--- src/rtl/defs_pkg.sv ---
// Shared types and helpers for the memory-port arbiter.
package defs_pkg;

   localparam int DEF_ADDR_WIDTH = 16;
   localparam int DEF_DATA_WIDTH = 16;
   localparam int DEF_TIMEOUT    = 255;
   localparam int WD_WIDTH       = 8;

   // Arbiter sequencing: sample requests, run the memory access, acknowledge.
   typedef enum logic [1:0] {
      ARB_IDLE = 2'd0,
      ARB_MEM  = 2'd1,
      ARB_ACK  = 2'd2
   } arb_state_t;

   // Owner of the memory port; the encoding is visible on the grant output.
   typedef enum logic [1:0] {
      GRANT_NONE = 2'd0,
      GRANT_IF   = 2'd1,
      GRANT_D    = 2'd2
   } mem_grant_t;

   // Request fields latched at grant time and driven onto the memory port.
   typedef struct packed {
      logic                      we;
      logic [DEF_ADDR_WIDTH-1:0] addr;
      logic [DEF_DATA_WIDTH-1:0] wdata;
   } mem_req_t;

   // Single request wins outright; on a tie the requester that was not
   // served last goes first.
   function automatic mem_grant_t pick_winner(input logic       if_req,
                                              input logic       d_req,
                                              input mem_grant_t last);
      mem_grant_t win;
      win = GRANT_NONE;
      if (if_req && d_req) begin
         win = (last == GRANT_IF) ? GRANT_D : GRANT_IF;
      end else if (if_req) begin
         win = GRANT_IF;
      end else if (d_req) begin
         win = GRANT_D;
      end
      return win;
   endfunction

endpackage

--- src/rtl/arb_watchdog.sv ---
// Access watchdog: counts memory-wait cycles and flags the cycle on which the
// count would reach TIMEOUT.
module arb_watchdog
   import defs_pkg::*;
#(
   parameter int TIMEOUT = DEF_TIMEOUT
) (
   input  logic clk,
   input  logic reset,
   input  logic clear_i,
   input  logic enable_i,
   output logic expired_o
);

   localparam logic [WD_WIDTH-1:0] LIMIT = WD_WIDTH'(TIMEOUT);
   localparam logic [WD_WIDTH-1:0] LAST  = LIMIT - WD_WIDTH'(1);

   logic [WD_WIDTH-1:0] count_q;
   logic [WD_WIDTH-1:0] count_d;

   // Next count: clear wins, otherwise count enabled cycles and hold at LIMIT.
   always_comb begin
      count_d = count_q;
      if (clear_i) begin
         count_d = '0;
      end else if (enable_i && (count_q != LIMIT)) begin
         count_d = count_q + WD_WIDTH'(1);
      end
   end

   // Counter register.
   always_ff @(posedge clk) begin
      if (reset) begin
         count_q <= '0;
      end else begin
         count_q <= count_d;
      end
   end

   // Expiry is reported in the wait cycle that would bring the count to LIMIT,
   // so the owner sees its ack exactly TIMEOUT cycles after mem_req rose.
   assign expired_o = enable_i && (count_q == LAST);

endmodule

--- src/rtl/mem_arbiter.sv ---
// Memory-port arbiter between instruction fetch and load/store data.
//
// Handshake: a requester raises *_req with its fields and holds them until
// its one-cycle *_ack; err qualifies that ack as a timed-out access. On the
// memory side mem_req and the mem_* fields stay constant until the cycle
// mem_ready is sampled high (or the watchdog expires). Requests are only
// looked at in ARB_IDLE, so a request still high after its ack is a new one.
module mem_arbiter
   import defs_pkg::*;
#(
   parameter int ADDR_WIDTH = DEF_ADDR_WIDTH,
   parameter int DATA_WIDTH = DEF_DATA_WIDTH,
   parameter int TIMEOUT    = DEF_TIMEOUT
) (
   input  logic                  clk,
   input  logic                  reset,
   input  logic                  if_req,
   input  logic [ADDR_WIDTH-1:0] if_addr,
   output logic                  if_ack,
   output logic [DATA_WIDTH-1:0] if_rdata,
   input  logic                  d_req,
   input  logic                  d_we,
   input  logic [ADDR_WIDTH-1:0] d_addr,
   input  logic [DATA_WIDTH-1:0] d_wdata,
   output logic                  d_ack,
   output logic [DATA_WIDTH-1:0] d_rdata,
   output logic                  err,
   output logic                  mem_req,
   output logic                  mem_we,
   output logic [ADDR_WIDTH-1:0] mem_addr,
   output logic [DATA_WIDTH-1:0] mem_wdata,
   input  logic [DATA_WIDTH-1:0] mem_rdata,
   input  logic                  mem_ready,
   output logic [1:0]            grant,
   output arb_state_t            state_o
);

   arb_state_t            state_q;
   mem_grant_t            grant_q;
   mem_grant_t            last_grant_q;
   mem_req_t              req_q;
   logic                  mem_req_q;
   logic                  if_ack_q;
   logic                  d_ack_q;
   logic                  err_q;
   logic [DATA_WIDTH-1:0] if_rdata_q;
   logic [DATA_WIDTH-1:0] d_rdata_q;

   mem_grant_t            winner_d;
   logic                  wd_clear;
   logic                  wd_enable;
   logic                  wd_expired;

   // Arbitration decision for the current idle cycle.
   always_comb begin
      winner_d = pick_winner(if_req, d_req, last_grant_q);
   end

   // The watchdog is held clear while idle and counts only memory-wait cycles.
   always_comb begin
      wd_clear  = (state_q == ARB_IDLE);
      wd_enable = (state_q == ARB_MEM) && !mem_ready;
   end

   arb_watchdog #(
      .TIMEOUT(TIMEOUT)
   ) u_watchdog (
      .clk      (clk),
      .reset    (reset),
      .clear_i  (wd_clear),
      .enable_i (wd_enable),
      .expired_o(wd_expired)
   );

   // Arbiter FSM with every output registered.
   always_ff @(posedge clk) begin
      if (reset) begin
         state_q      <= ARB_IDLE;
         grant_q      <= GRANT_NONE;
         last_grant_q <= GRANT_IF;
         req_q        <= '0;
         mem_req_q    <= 1'b0;
         if_ack_q     <= 1'b0;
         d_ack_q      <= 1'b0;
         err_q        <= 1'b0;
         if_rdata_q   <= '0;
         d_rdata_q    <= '0;
      end else begin
         case (state_q)
            ARB_IDLE: begin
               if (winner_d != GRANT_NONE) begin
                  grant_q   <= winner_d;
                  mem_req_q <= 1'b1;
                  state_q   <= ARB_MEM;
                  if (winner_d == GRANT_IF) begin
                     // Fetches never write; the data field is parked at zero.
                     req_q.we    <= 1'b0;
                     req_q.addr  <= if_addr;
                     req_q.wdata <= '0;
                  end else begin
                     req_q.we    <= d_we;
                     req_q.addr  <= d_addr;
                     req_q.wdata <= d_wdata;
                  end
               end
            end

            ARB_MEM: begin
               if (mem_ready) begin
                  // A completion in the expiry cycle still counts as normal.
                  if (grant_q == GRANT_IF) begin
                     if_rdata_q <= mem_rdata;
                  end else if (!req_q.we) begin
                     d_rdata_q <= mem_rdata;
                  end
                  mem_req_q <= 1'b0;
                  if_ack_q  <= (grant_q == GRANT_IF);
                  d_ack_q   <= (grant_q == GRANT_D);
                  state_q   <= ARB_ACK;
               end else if (wd_expired) begin
                  if (grant_q == GRANT_IF) begin
                     if_rdata_q <= '0;
                  end else begin
                     d_rdata_q <= '0;
                  end
                  mem_req_q <= 1'b0;
                  err_q     <= 1'b1;
                  if_ack_q  <= (grant_q == GRANT_IF);
                  d_ack_q   <= (grant_q == GRANT_D);
                  state_q   <= ARB_ACK;
               end
            end

            ARB_ACK: begin
               if_ack_q     <= 1'b0;
               d_ack_q      <= 1'b0;
               err_q        <= 1'b0;
               last_grant_q <= grant_q;
               grant_q      <= GRANT_NONE;
               state_q      <= ARB_IDLE;
            end

            default: begin
               state_q   <= ARB_IDLE;
               grant_q   <= GRANT_NONE;
               mem_req_q <= 1'b0;
               if_ack_q  <= 1'b0;
               d_ack_q   <= 1'b0;
               err_q     <= 1'b0;
            end
         endcase
      end
   end

   assign if_ack    = if_ack_q;
   assign d_ack     = d_ack_q;
   assign err       = err_q;
   assign if_rdata  = if_rdata_q;
   assign d_rdata   = d_rdata_q;
   assign mem_req   = mem_req_q;
   assign mem_we    = req_q.we;
   assign mem_addr  = req_q.addr;
   assign mem_wdata = req_q.wdata;
   assign grant     = grant_q;
   assign state_o   = state_q;

endmodule

--- config.mk ---
export PLATFORM = sky130hd
export DESIGN_NAME = mem_arbiter
export DESIGN_NICKNAME = d
export VERILOG_FILES = /design/src/rtl/defs_pkg.sv /design/src/rtl/arb_watchdog.sv /design/src/rtl/mem_arbiter.sv
export SDC_FILE = /design/constraint.sdc
export NUM_CORES = 1
export LEC_CHECK = 0
export ABC_AREA = 1
export CAP_MARGIN = 20
export CORE_MARGIN = 2
export CORE_UTILIZATION = 23
export DETAILED_ROUTE_END_ITERATION = 8
export MAX_ROUTING_LAYER = met4
export RECOVER_POWER = 25
export SLEW_MARGIN = 20
export SYNTH_ARGS = -nofsm -noshare
export SYNTH_HDL_FRONTEND = slang
export SYNTH_HIERARCHICAL = 1
export SYNTH_SLANG_ARGS = --single-unit
--- constraint.sdc ---
create_clock -name clk -period 1.75 [get_ports clk]
set_input_delay 0.175 -clock clk [delete_from_list [all_inputs] [get_ports clk]]
set_output_delay 0.175 -clock clk [all_outputs]
set_load 0.005 [all_outputs]
Yosys cells after proc, flatten, opt, wreduce, memory -nomap -nowiden --
Index checks and enable logic that the tools add are counted.
Word-level totals: bits in registers 83, input port bits 70, output and inout bits 73, word-level logic and storage cells 81
Cells by class: $add $sub $neg 1, eq/ne operators 13, mux-type cells 33, bitwise logic cells 4, reduce and logical (&&, ||, !) cells 17
Operator list (count):
- 16-bit two-way mux | 9
- 33-bit two-way mux | 1
- 2-bit two-way mux | 8
- 1-bit two-way mux | 9
- 3-bit AND reduction | 3
- 8-bit by 1-bit adder with 8-bit output (second input constant) | 1
- 2-bit by 1-bit == test with 1-bit output (second input constant) | 4
- 8-bit == test (second input constant) | 1
- 8-bit != test (second input constant) | 1
- 2-bit one-hot mux with 2 select lines | 2
- 2-bit AND reduction | 4
- 2-bit != test (second input constant) | 3
- 1-bit one-hot mux with 2 select lines | 3
- 2-bit == test (second input constant) | 2
- 1-bit logical AND | 4
- 1-bit NOT | 4
- 4-bit AND reduction | 1
- 2-bit nonzero test | 2
- 3-bit by 2-bit != test with 1-bit output (second input constant) | 1
- 1-bit one-hot mux with 3 select lines | 1
- 2-bit logical NOT | 1
- 2-bit by 1-bit != test with 1-bit output (second input constant) | 1
- 2-bit OR reduction | 1
- 1-bit logical NOT | 1

Depth between registers and ports, before layout --
depth in word-level cells 6, depth in mapped cells 12, mapped depth without buffers 11

By module --
Netlist, hierarchy kept.
By module, submodules not included:
- mem_arbiter | times used 1, cells each 466, area an instance 3290.7 sq um, seq. area each 1501.4 sq um
- arb_watchdog | times used 1, cells each 64, area an instance 445.4 sq um, seq. area each 160.2 sq um

Worst setup path before layout --
Ideal clock, no wire load.
kind reg2reg, start register state_q[0] (netlist: state_o[0]), end register d_rdata_q[10] (netlist: d_rdata[10]), library setup time 0.062 ns, data arrival time 1.793 ns, required time 1.688 ns, path slack -0.106 ns, cell stages (with the launch flop) 12, buffers on the path 1, period minus slack after synthesis 1.856 ns, cell sequence dfxtp_1 -> nand2_2 -> nor2_1 -> inv_1 -> nor2_1 -> nor2_4 -> nor2_8 -> inv_4 -> nor2_8 -> buf_8 -> nor2_2 -> nor2_2
On the way: cells in the longest elaborated chain, start to end 5
RTL lines:
- start: declaration | line mem_arbiter.sv:38 | arb_state_t state_q;
- start signal: assignment | line mem_arbiter.sv:78 | state_q <= ARB_IDLE;
- start signal: assignment | line mem_arbiter.sv:94 | state_q <= ARB_MEM;
- start signal: assignment | line mem_arbiter.sv:119 | state_q <= ARB_ACK;
- 2-bit by 1-bit == test with 1-bit output | line mem_arbiter.sv:62 | wd_enable = (state_q == ARB_MEM) && !mem_ready;
- 1-bit logical AND | line mem_arbiter.sv:62
- via wd_enable | line mem_arbiter.sv:51 | logic wd_enable;
- 1-bit logical AND | line arb_watchdog.sv:42 | assign expired_o = enable_i && (count_q == LAST);
- via wd_expired | line mem_arbiter.sv:52 | logic wd_expired;
- 2-bit nonzero test (no source line)
- 4-bit AND reduction (no source line)
- end signal: assignment | line mem_arbiter.sv:114 | d_rdata_q <= mem_rdata;
- end: declaration | line mem_arbiter.sv:47 | logic [DATA_WIDTH-1:0] d_rdata_q;
The timed path passes the listed nets, and every way through them passes these cells. A chain may end at the register's enable or synchronous reset.

Worst setup path in the final report --
start register state_q[0] (netlist: state_o[0]), end output port state_o[0]
RTL lines:
- end: declaration | line mem_arbiter.sv:35 | output arb_state_t state_o
No word-level cell between the ends.

==> impl_metrics.yaml <==
power_and_ir_drop:
  power_leakage_nw: 2.420
  total_power_w: 0.005238
  powerDensity_nw_per_um2: 894.4
  ir_worst_vdd_v: 0.0005709
clocking:
  numCtsBuffers: 9
  tritoncts: "yes"
  clock_latency_ns: 0.34
  clock-root-buffer: "clkbuf_16"
  clk_pin_slew_ns: 0.07
  clk_path_buf_depth: 2
  cts_sinks: 83
  cts_hold_repair.buffers: 0
  cts_max_level: 3
grt:
  use_met2_pct: 19.95
  grt_max_degree: 53
  grt_pass1_vias: 3429
  grtUsageTotal_pct: 12.95
  met1_usage_pct: 15.84
  grt_overflow: 0
  grt_pass1_wl_mm: 17.57
  top_usage_layer: "met2"
  met3_usage_pct: 5.131
  antenna_found_initial: 0
finish:
  utilization_pct: 36.87
  fillers: 1718
  nets: 751
  drive_gt1_share_pct: 13.74
  diodes: 0
  area_growth_pct: 56.76
synth:
  ys.flop_type: "dfxtp_1"
  yosysWarnings: 6
  synth_top_cells_by_count: "121 x nand2_1, 91 x nor2_1, 83 x dfxtp_1"
  synth_top_area_share_pct: 44.47
  synth_edf_count: 0
  syn-mean-instance-area_um2: 7.049
  yosys.area.top_type: "dfxtp_1"
  synth.lib_cells_used.distinct: 28
  ys_seq_area_share_pct: 44.47
  netlist_instances: 530
  yosys-top-cells-area: "dfxtp_1 44%, nand2_1 12%, nand3_1 9.4%, nor2_1 9.1%, nor2_2 4.2%"
  ys_ff_latch: 83
  synthArstFlopShare_pct: 0
  yosysMostFrequentCell: "nand2_1"
  syn_nets: 602
  synth_area_um2: 3736
worst_setup_path:
  required_ns: 1.57
  r2r_end: "d_rdata[5]"
  worst-path-max-fanout: 4
  path_cells: "clkbuf_1 > clkdlybuf4s50_1"
  cp-start-kind: "register"
  setup.worst_path.class: "register to output pin"
  setup.worst_path.end_class: "output pin"
  worst_ep_arrival_time_ns: 1.50
  reg2reg_from: "u_watchdog/count_q[6]"
  r2r_cells: 11
  slowest_stage: "clkdlybuf4s50_1"
  critPathMaxStageDelay_ns: 0.56
  ff2ff_setup_slack_ns: 0.14
sta:
  tightestPinTransition_ns: 0.3272
  finalHoldViolations: 0
  drv_slew: 0
  min_period_over_period_pct: 95.94
  setup_viol_count_final: 0
  period_needed_ns: 1.679
  slew_headroom_pct: 78.19
  whs_ns: 0.3825
  fmax_mhz: 595.6
  rsz0062_at_grt: "yes"
  finalSetupTns_ns: 0
  finClkSkew_ns: 0.01002
floorplanning:
  die_h_um: 131.5
  die_w_um: 131.5
  die-area_um2: 17280
  start_util_pct: 23.52
  rows: 46
  coreArea_um2: 15890
  io_pins: 143
min_path:
  hold_path_class: "primary input to register"
  whs_path_depth: 3
  min-delay-start: "d_wdata[6]"
  holdPathEnd: "mem_wdata[6]"
route:
  drcViolationCount: 0
  routedWlPerCell_um: 12.09
  vias: 3741
  drt_iter0_drc: 159
  via_per_inst: 4.157
  drtPass1Iterations: 4
  final_antenna_net_count: 0
  wl_mm: 10.88
placed_design:
  numPortBuffers: 142
  dp_hpwl_mm: 7.747
  place_congestion: 0.8112
run_status:
  outcome: "completed"
flow_run:
  drv_cap: 0
-- power by group --
| group | leakage [nW] | switching (W) | internal (W) |
|---|---|---|---|
| sequential | 0.682 | 0.0000799 | 0.00203 |
| combinational | 1.59 | 0.000487 | 0.000568 |
| clock | 0.146 | 0.000819 | 0.00126 |
-- worst max-delay path by stage --
stage | startpoint | end | slack (ns) | cells past startpoint
global route | u_watchdog/count_q[6] | d_rdata[2] | -0.005 | 11
CTS | u_watchdog/count_q[5] | if_rdata[6] | 0.04 | 10
finish | state_o[0] | state_o[0] | 0.07 | 2
detailed placement | mem_ready | if_rdata[6] | -0.08 | 10
floorplan | state_o[0] | d_rdata[10] | 0.03 | 11
global placement | mem_ready | if_rdata[10] | -0.02 | 10
-- state kept, by name, indices dropped and copies added, names as in the netlist --
register,flops
d_ack,1
d_rdata,16
err,1
grant,2
if_ack,1
if_rdata,16
last_grant_q,2
mem_addr,16
mem_req,1
mem_wdata,16
mem_we,1
state_o,2
u_watchdog/count_q,8
-- cell usage in the layout, fill, tap and decap left out, drive strengths merged --
cell type / n
a21oi: 29
a31oi: 1
buf: 22
bufinv: 2
clkbuf: 11
clkdlybuf4s50: 142
clkinvlp: 4
dfxtp: 83
ha: 2
inv: 37
nand2: 130
nand3: 72
nand4: 1
nor2: 120
nor3: 1
o21ai: 25
xnor2: 1
xor2: 1
-- metrics by stage --
step | cells | area (um2) | worst slack, ns
2_1_floorplan | 530 | 3741 | 0.03272
3_3_place_gp | 882 | 5474 | -0.02229
3_5_place_dp | 882 | 5474 | -0.08434
4_1_cts | 898 | 5801 | 0.03646
5_1_grt | 900 | 5857 | -0.004508
6_report | 900 | 5857 | 0.07105
-- final cells by class --
cell class | count | area [um2] | share of cell area, %
timing repair buffer | 166 | 1653 | 28.22
inverter | 36 | 142.6 | 2.435
sequential | 83 | 1667 | 28.46
tap | 216 | 270.3 | 4.614
clock inverter | 7 | 101.3 | 1.730
multi-input combinational | 383 | 1798 | 30.70
clock buffer | 9 | 225.2 | 3.845
-- per-layer routing --
metal,part of all wire (%),vias to the layer above
li1,-,1976
met1,45,1658
met2,46,100
met3,7.5,7
met4,0.82,0
met5,0,-
-- worst max-delay path, delay by kind of cell, from the launching register on --
kind	cells	cell delay (ns)
buffers and inverters	2	0.78
DFF	1	0.38
-- kinds of logic (layout without fill, tap and decap cells) --
kind of cell	Yosys count	in the layout	synth area share, %
adders and majority gates	2	2	0.6697
AOI/OAI and AO/OA	55	55	7.502
xor gates and xnor gates	2	2	0.4689
and+or+nand+nor	324	324	38.88
buffers and inverters	64	218	8.004
DFF	83	83	44.47
-- what timing repair did --
| action | CTS | global route |
|---|---|---|
| buffers inserted | 0 | 1 |
| hold endpoints to repair | 0 | 0 |
| resized for setup | 0 | 11 |
| endpoints found under the setup margin | 0 | 32 |
Power figures use the tool's default switching activity.
